File: config.mk
export PLATFORM = sky130hd
export DESIGN_NAME = image_display_sequencer
export DESIGN_NICKNAME = d
export VERILOG_FILES = /design/src/rtl/image_display_sequencer.sv
export SDC_FILE = /design/constraint.sdc
export NUM_CORES = 1
export LEC_CHECK = 0
export ABC_CLOCK_PERIOD_IN_PS = 12900
export CORE_ASPECT_RATIO = 1.5
export CORE_MARGIN = 1.5
export CORE_UTILIZATION = 40
export CTS_CLUSTER_DIAMETER = 30
export DETAILED_ROUTE_END_ITERATION = 16
export PLACE_DENSITY = 0.68
export REMOVE_ABC_BUFFERS = 1
export SYNTH_ARGS = -nofsm -noshare
export SYNTH_HDL_FRONTEND = slang
export SYNTH_SLANG_ARGS = --single-unit
File: constraint.sdc
create_clock -name clk_pixel -period 12.9 [get_ports clk_pixel]
set_input_delay 3.87 -clock clk_pixel [delete_from_list [all_inputs] [get_ports clk_pixel]]
set_output_delay 3.87 -clock clk_pixel [all_outputs]
set_load 0.05 [all_outputs]
File: src/rtl/image_display_sequencer.sv
// Pixel-domain playback sequencer: arms on start/auto_start, waits for the frame origin,
// then pops one FIFO word per window pixel and drives rgb one cycle after cx/cy.
module image_display_sequencer #(
  parameter int FRAME_WIDTH   = 2200,
  parameter int FRAME_HEIGHT  = 1125,
  parameter int SCREEN_WIDTH  = 1920,
  parameter int SCREEN_HEIGHT = 1080,
  parameter int BIT_WIDTH     = 12,
  parameter int BIT_HEIGHT    = 11,
  parameter int IMAGE_WIDTH   = 100,
  parameter int IMAGE_HEIGHT  = 100
) (
  input  logic                  clk_pixel,
  input  logic                  clk_pixel_reset,
  input  logic [BIT_WIDTH-1:0]  cx,
  input  logic [BIT_HEIGHT-1:0] cy,
  input  logic [63:0]           counter,
  input  logic                  start,
  input  logic                  stop,
  input  logic                  auto_start,
  input  logic [63:0]           start_time,
  input  logic [BIT_WIDTH-1:0]  x_offset,
  input  logic [BIT_HEIGHT-1:0] y_offset,
  input  logic [15:0]           frame_count,
  input  logic [23:0]           fifo_dout,
  input  logic                  fifo_empty,
  output logic                  fifo_rd_en,
  output logic [23:0]           rgb,
  output logic                  busy,
  output logic                  underflow,
  output logic                  cfg_error,
  output logic [15:0]           frames_done
);

  if (SCREEN_WIDTH > FRAME_WIDTH || SCREEN_HEIGHT > FRAME_HEIGHT ||
      FRAME_WIDTH > (1 << BIT_WIDTH) || FRAME_HEIGHT > (1 << BIT_HEIGHT)) begin : g_bad_params
    $error("image_display_sequencer: raster geometry does not fit cx/cy widths");
  end

  localparam logic [BIT_WIDTH:0]  IW_X = (BIT_WIDTH+1)'(IMAGE_WIDTH);
  localparam logic [BIT_WIDTH:0]  SW_X = (BIT_WIDTH+1)'(SCREEN_WIDTH);
  localparam logic [BIT_HEIGHT:0] IH_Y = (BIT_HEIGHT+1)'(IMAGE_HEIGHT);
  localparam logic [BIT_HEIGHT:0] SH_Y = (BIT_HEIGHT+1)'(SCREEN_HEIGHT);

  typedef enum logic [1:0] {S_IDLE, S_ARMED, S_WAIT_FRAME, S_DISPLAY} state_e;

  state_e                state_q, state_d;
  logic [BIT_WIDTH-1:0]  x_off_q, x_off_d;
  logic [BIT_HEIGHT-1:0] y_off_q, y_off_d;
  logic [15:0]           frame_count_q, frame_count_d;
  logic [63:0]           start_time_q, start_time_d;
  logic [15:0]           frames_done_q, frames_done_d;
  logic                  auto_mode_q, auto_mode_d;
  logic                  stop_pending_q, stop_pending_d;
  logic                  underflow_q, underflow_d;
  logic                  cfg_error_q, cfg_error_d;
  logic [23:0]           rgb_q, rgb_d;

  logic [BIT_WIDTH:0]  req_x_end, win_x_end;
  logic [BIT_HEIGHT:0] req_y_end, win_y_end;
  logic cfg_valid, in_window, last_pixel, at_origin, pixel_active, image_exit;

  assign req_x_end = {1'b0, x_offset} + IW_X;
  assign req_y_end = {1'b0, y_offset} + IH_Y;
  assign win_x_end = {1'b0, x_off_q} + IW_X;
  assign win_y_end = {1'b0, y_off_q} + IH_Y;
  assign cfg_valid = (req_x_end <= SW_X) && (req_y_end <= SH_Y);

  assign in_window  = (cx >= x_off_q) && ({1'b0, cx} < win_x_end) &&
                      (cy >= y_off_q) && ({1'b0, cy} < win_y_end);
  assign last_pixel = ({1'b0, cx} == win_x_end - 1'b1) && ({1'b0, cy} == win_y_end - 1'b1);
  assign at_origin  = (cx == '0) && (cy == '0);

  // The origin cycle seen in WAIT_FRAME is already a display pixel, unless stop aborts it.
  assign pixel_active = (state_q == S_DISPLAY) ||
                        ((state_q == S_WAIT_FRAME) && at_origin && !stop);

  assign image_exit = ((frame_count_q != '0) &&
                       (({1'b0, frames_done_q} + 17'd1) == {1'b0, frame_count_q})) ||
                      stop_pending_q || stop || (auto_mode_q && !auto_start);

  assign fifo_rd_en = !clk_pixel_reset && pixel_active && in_window && !fifo_empty;

  always_comb begin
    state_d        = state_q;
    x_off_d        = x_off_q;
    y_off_d        = y_off_q;
    frame_count_d  = frame_count_q;
    start_time_d   = start_time_q;
    frames_done_d  = frames_done_q;
    auto_mode_d    = auto_mode_q;
    stop_pending_d = stop_pending_q;
    underflow_d    = underflow_q;
    cfg_error_d    = 1'b0;
    rgb_d          = '0;

    if (pixel_active && in_window) begin
      if (fifo_empty) underflow_d = 1'b1;
      else            rgb_d       = fifo_dout;
    end

    case (state_q)
      S_IDLE: begin
        if (start) begin
          if (cfg_valid) begin
            x_off_d        = x_offset;
            y_off_d        = y_offset;
            frame_count_d  = frame_count;
            start_time_d   = start_time;
            frames_done_d  = '0;
            underflow_d    = 1'b0;
            auto_mode_d    = 1'b0;
            stop_pending_d = 1'b0;
            state_d        = S_ARMED;
          end else begin
            cfg_error_d = 1'b1;
          end
        end else if (auto_start) begin
          if (cfg_valid) begin
            x_off_d        = x_offset;
            y_off_d        = y_offset;
            frame_count_d  = '0;
            frames_done_d  = '0;
            auto_mode_d    = 1'b1;
            stop_pending_d = 1'b0;
            state_d        = S_WAIT_FRAME;
          end else begin
            cfg_error_d = 1'b1;
          end
        end
      end
      S_ARMED: begin
        if (stop)                            state_d = S_IDLE;
        else if (counter >= start_time_q)    state_d = S_WAIT_FRAME;
      end
      S_WAIT_FRAME: begin
        if (stop)           state_d = S_IDLE;
        else if (at_origin) state_d = S_DISPLAY;
      end
      S_DISPLAY: begin
        if (stop) stop_pending_d = 1'b1;
      end
      default: state_d = S_IDLE;
    endcase

    // Exit is only taken on the last window pixel so a whole image is always consumed.
    if (pixel_active && last_pixel) begin
      if (frames_done_q != 16'hFFFF) frames_done_d = frames_done_q + 16'd1;
      if (image_exit) state_d = S_IDLE;
    end

    if (state_d == S_IDLE) stop_pending_d = 1'b0;
  end

  always_ff @(posedge clk_pixel) begin
    if (clk_pixel_reset) begin
      state_q        <= S_IDLE;
      x_off_q        <= '0;
      y_off_q        <= '0;
      frame_count_q  <= '0;
      start_time_q   <= '0;
      frames_done_q  <= '0;
      auto_mode_q    <= 1'b0;
      stop_pending_q <= 1'b0;
      underflow_q    <= 1'b0;
      cfg_error_q    <= 1'b0;
      rgb_q          <= '0;
    end else begin
      state_q        <= state_d;
      x_off_q        <= x_off_d;
      y_off_q        <= y_off_d;
      frame_count_q  <= frame_count_d;
      start_time_q   <= start_time_d;
      frames_done_q  <= frames_done_d;
      auto_mode_q    <= auto_mode_d;
      stop_pending_q <= stop_pending_d;
      underflow_q    <= underflow_d;
      cfg_error_q    <= cfg_error_d;
      rgb_q          <= rgb_d;
    end
  end

  assign rgb         = rgb_q;
  assign busy        = (state_q != S_IDLE);
  assign underflow   = underflow_q;
  assign cfg_error   = cfg_error_q;
  assign frames_done = frames_done_q;

endmodule

Word level (Yosys, flattened, before mapping)
Cells that the tools add are included.
- reductions and logical operators: 38
- equality and inequality tests: 9
- bitwise gates (word level): 2
- multiplexer cells: 44
- order comparisons: 7
- $add $sub $neg: 8
- operators with widths (cell ; number):
    two-way mux 16 bit ; 10
    >= comparator 64 bit ; 1
    two-way mux 12 bit ; 3
    two-way mux 11 bit ; 3
    adder 12 x 7 -> 13 bit (second input constant) ; 2
    adder 11 x 7 -> 12 bit (second input constant) ; 2
    two-way mux 2 bit ; 10
    adder 16 x 1 -> 17 bit (second input constant) ; 1
    equality test 17 x 16 -> 1 bit ; 1
    adder 16 x 1 -> 16 bit (second input constant) ; 1
    two-way mux 1 bit ; 16
    inequality test 16 bit (second input constant) ; 1
    nonzero test 16 bit ; 1
    logical AND 1 bit ; 15
    equality test 12 x 13 -> 1 bit ; 1
    less-or-equal comparator 13 x 11 -> 1 bit (second input constant) ; 1
    < comparator 12 x 13 -> 1 bit ; 1
    subtractor 13 x 1 -> 13 bit (second input constant) ; 1
    equality test 11 x 12 -> 1 bit ; 1
    >= comparator 12 bit ; 1
    less-or-equal comparator 12 x 11 -> 1 bit (second input constant) ; 1
    logical NOT 12 bit ; 1
    < comparator 11 x 12 -> 1 bit ; 1
    subtractor 12 x 1 -> 12 bit (second input constant) ; 1
    other kinds (17) ; 31
- register bits: 149
- output and inout port bits: 44
- logic and storage cells: 119

Depth between registers and ports, before layout
- word-level depth: 11
- gate-level depth with buffers: 13
- depth with buffers taken out: 12

Least setup slack after synthesis
Ideal clock, no wire load.
- kind: input port to output port
- from: input port cy[1]
- to: output port fifo_rd_en
- path slack: 2.839 ns
- cell stages on the path: 10
- path buffers: 1
- data arrival time: 6.191 ns
- cells stage by stage: ha_1 > nand2b_1 > a21oi_1 > o21a_1 > o21a_1 > o211ai_1 > a31o_2 > o2111ai_1 > nor4b_1 > clkbuf_1
- word-level cells in the longest chain between the ends: 8
- ends and longest elaborated chain (item ; RTL line ; RTL):
    start: declaration ; 16 ; input logic [BIT_HEIGHT-1:0] cy,
    parallel branches: the longest is 6 deep, another holds >= comparator 11 bit ; n/a ;
    logical AND 1 bit (*) (2 in a row) ; 82 ; assign fifo_rd_en = !clk_pixel_reset && pixel_active && in_window && !fifo_empty;
    end: declaration ; 27 ; output logic fifo_rd_en,
Every way passes the cells marked *.

Worst setup path in the final report
- from: input port cx[10]
- to: output port fifo_rd_en
- word-level cells in the longest chain between the ends: 8
- ends and longest elaborated chain (item ; RTL line ; RTL):
    start: declaration ; 15 ; input logic [BIT_WIDTH-1:0] cx,
    parallel branches: the longest is 6 deep, another holds < comparator 12 x 13 -> 1 bit ; n/a ;
    logical AND 1 bit (*) (2 in a row) ; 82 ;
Marked as above.

==> flow_metrics.py <==
metrics = {
    "setup_path": {
        "cp-start-kind": "input pin",
        "crit_family": "buffers and inverters",
        "r2r-start": "x_off_q[2]",
        "cp_cell_sequence": "clkdlybuf4s50_1 > ha_1 > a2111o_1 > a211o_1 > a31oi_1 > nor3_1 > nor4b_2 > buf_4 > clkdlybuf4s50_1",
        "slowest_stage": "clkdlybuf4s50_1",
        "path_buf_inv": 3,
        "required_ps": 9030,
        "crit_top_cell": "clkdlybuf4s50_1",
        "crit_start": "cx[10]",
        "max_stage_delay_ps": 830,
        "arrival_ps": 7150,
        "end_kind": "primary output",
        "crit_type": "in2out",
        "cp_max_fo": 25,
    },
    "power_and_ir_drop": {
        "power_leakage_nw": 4.976,
        "pwr-share-comb": 0.202,
        "power_mw": 1.268,
        "p_clk_frac": 0.414,
        "p_per_area_nw_per_um2": 94.36,
        "seqPwrFrac": 0.384,
        "p_sw_frac": 0.2746,
        "vdd_drop_max_uv": 89.47,
        "power_switching_uw": 348.3,
        "internal-power_uw": 920.1,
    },
    "synthesis": {
        "ys_types": 69,
        "synth_cells": 1262,
        "synth_seq_cells": 149,
        "avgSynthCellArea_um2": 7.871,
        "yosysWarnings": 0,
        "synth_top_area_cell": "dfxtp_1",
        "synth_edf_count": 0,
        "synth_ff_type": "dfxtp_1",
        "synth.top_cell.area_share": 0.3003,
        "synthArstFlopShare": 0,
        "synth_common_cells": "nand2_1 (222), dfxtp_1 (149), a21oi_1 (130)",
        "ys_top_cells_by_area": "dfxtp_1 (30%), ha_1 (15%), nand2_1 (8.4%)",
        "syn-cell-area_um2": 9933,
        "synth-seq-area-share": 0.3003,
        "synthMostInstantiatedCell": "nand2_1",
    },
    "run_status": {
        "status": "complete, no violations",
    },
    "run": {
        "drv_cap": 0,
    },
    "cts": {
        "cts_setup_buffers": 0,
        "cts.clk_slew.worst_paths_ps": 60,
        "numClockSinks": 149,
        "numCtsBuffers": 17,
        "cts_tree": "built",
        "clock_latency_ps": 440,
        "cts_max_level": 4,
        "cts_resized": 0,
        "hold_buffers": 0,
        "clock_tree.root_cell": "clkbuf_16",
        "clock_path_buffers": 2,
    },
    "die": {
        "start_util": 0.4080,
        "core_area_um2": 24350,
        "die_y_um": 196,
        "die_w_um": 131.7,
        "fp-row-count": 70,
        "die_area_um2": 25810,
        "ios": 264,
    },
    "sta": {
        "holdWs_ps": 452.1,
        "max_freq_mhz": 90.77,
        "tightest_slew_ps": 1030,
        "fin_skew_ps": 10.34,
        "setup_tns_ps": 0,
        "hold_viol": 0,
        "worst_slew_margin_rel": 0.3131,
        "setup_viol": 0,
        "layout_setup_ws_ps": 1884,
        "slew_violations": 0,
        "period_share": 0.8540,
        "period_needed_ps": 11020,
        "rsz0062_at_grt": "false",
    },
    "drt": {
        "post-route-drc-count": 0,
        "ant_nets": 0,
        "drt_first_pass_iters": 5,
        "viasPerCell": 5.278,
        "wirelength_um": 29610,
        "vias": 9691,
        "drtIter0Drc": 382,
        "wire_per_inst_um": 16.13,
    },
    "min_path": {
        "hold_path.startpoint": "start_time_q[49]",
        "holdCritPathClass": "reg2reg",
    },
    "global_route": {
        "grt_pass1_wl_um": 47420,
        "grt_use_met1": 0.2427,
        "grtUsageTotal": 0.2301,
        "grt_overflow": 0,
        "grt_pass1_vias": 9662,
        "grt_max_degree": 95,
        "grt_antenna_before_repair": 1,
        "met2_usage": 0.4349,
        "grt.met3_usage": 0.05633,
        "grt_busiest_layer": "met2",
    },
    "place": {
        "dp_cells": 1803,
        "place_worst_setup_slack_ps": 1886,
        "place_area_um2": 12820,
        "place_hpwl_um": 22940,
        "place.gp.congestion": 0.9150,
        "io_buffers": 263,
    },
    "finish": {
        "final_cell_area_um2": 13440,
        "fin_util": 0.5521,
        "final_cells": 1836,
        "layout-drive-gt1-share": 0.04103,
        "synthToLayoutAreaGrowth_pct": 35.32,
        "nNetsFinal": 1837,
    },
}
registers in the layout, indices dropped and copies added, names as in the netlist:
register,flops
auto_mode_q,1
cfg_error,1
frame_count_q,16
frames_done,16
rgb,24
start_time_q,64
state_q,2
stop_pending_q,1
underflow,1
x_off_q,12
y_off_q,11
worst min-delay path, delay by kind of cell (launching register included):
family	cells	cell delay, ps
flops	1	310
simple gates	1	50
compound gates	1	50
per-layer routing:
layer | up-vias | wire length, um
li1 | 4874 | -
met1 | 4487 | 11560
met2 | 276 | 15480
met3 | 54 | 1694
met4 | 0 | 878
met5 | - | 0
worst paths after layout:
check                      to  slack [ps]  cells past startpoint
max                fifo_rd_en        1880                      9
min          start_time_q[49]         450                      2
max reg2reg    frames_done[4]        8930                     10
min reg2reg  start_time_q[49]         450                      2
cell type report:
class,instances,area (um^2)
Tap cell,324,405.4
Multi-Input combinational cell,949,6337
Timing Repair Buffer,270,2683
Sequential cell,149,2983
Clock inverter,13,171.4
Clock buffer,19,442.9
Fill cell,2350,10910
Antenna cell,1,2.502
Inverter,111,416.7
layout by cell type, fill, tap and decap left out, types with 39 or more instances in the layout:
cell	instances
a21oi_1	130
nor2_1	54
nand3_1	39
xnor2_1	49
clkdlybuf4s50_1	262
inv_1	111
o21ai_0	42
nand2_1	222
dfxtp_1	149
ha_1	119
cell families (layout without fill, tap and decap cells):
family                   count (synthesis)  count (layout)  share of synthesized area
buffers and inverters                  164             413                    0.06424
flip-flops                             149             149                     0.3003
AO/OA/AOI/OAI                          278             278                     0.1805
AND/OR/NAND/NOR                        476             476                     0.2291
multiplexers                             4               4                   0.004031
adder cells (fa/ha/maj)                119             119                     0.1499
XOR/XNOR                                72              72                    0.07192
other                                    0               1                          0
power groups by stage:
stage / combinational (mW) / sequential (mW) / clock (mW)
3_5_place_dp: 0.256 / 0.497 / 0
4_1_cts: 0.258 / 0.487 / 0.539
2_1_floorplan: 0.132 / 0.495 / 0
6_report: 0.256 / 0.487 / 0.525
3_3_place_gp: 0.253 / 0.497 / 0
5_1_grt: 0.286 / 0.489 / 0.558
(Power assumes the default switching activity.)
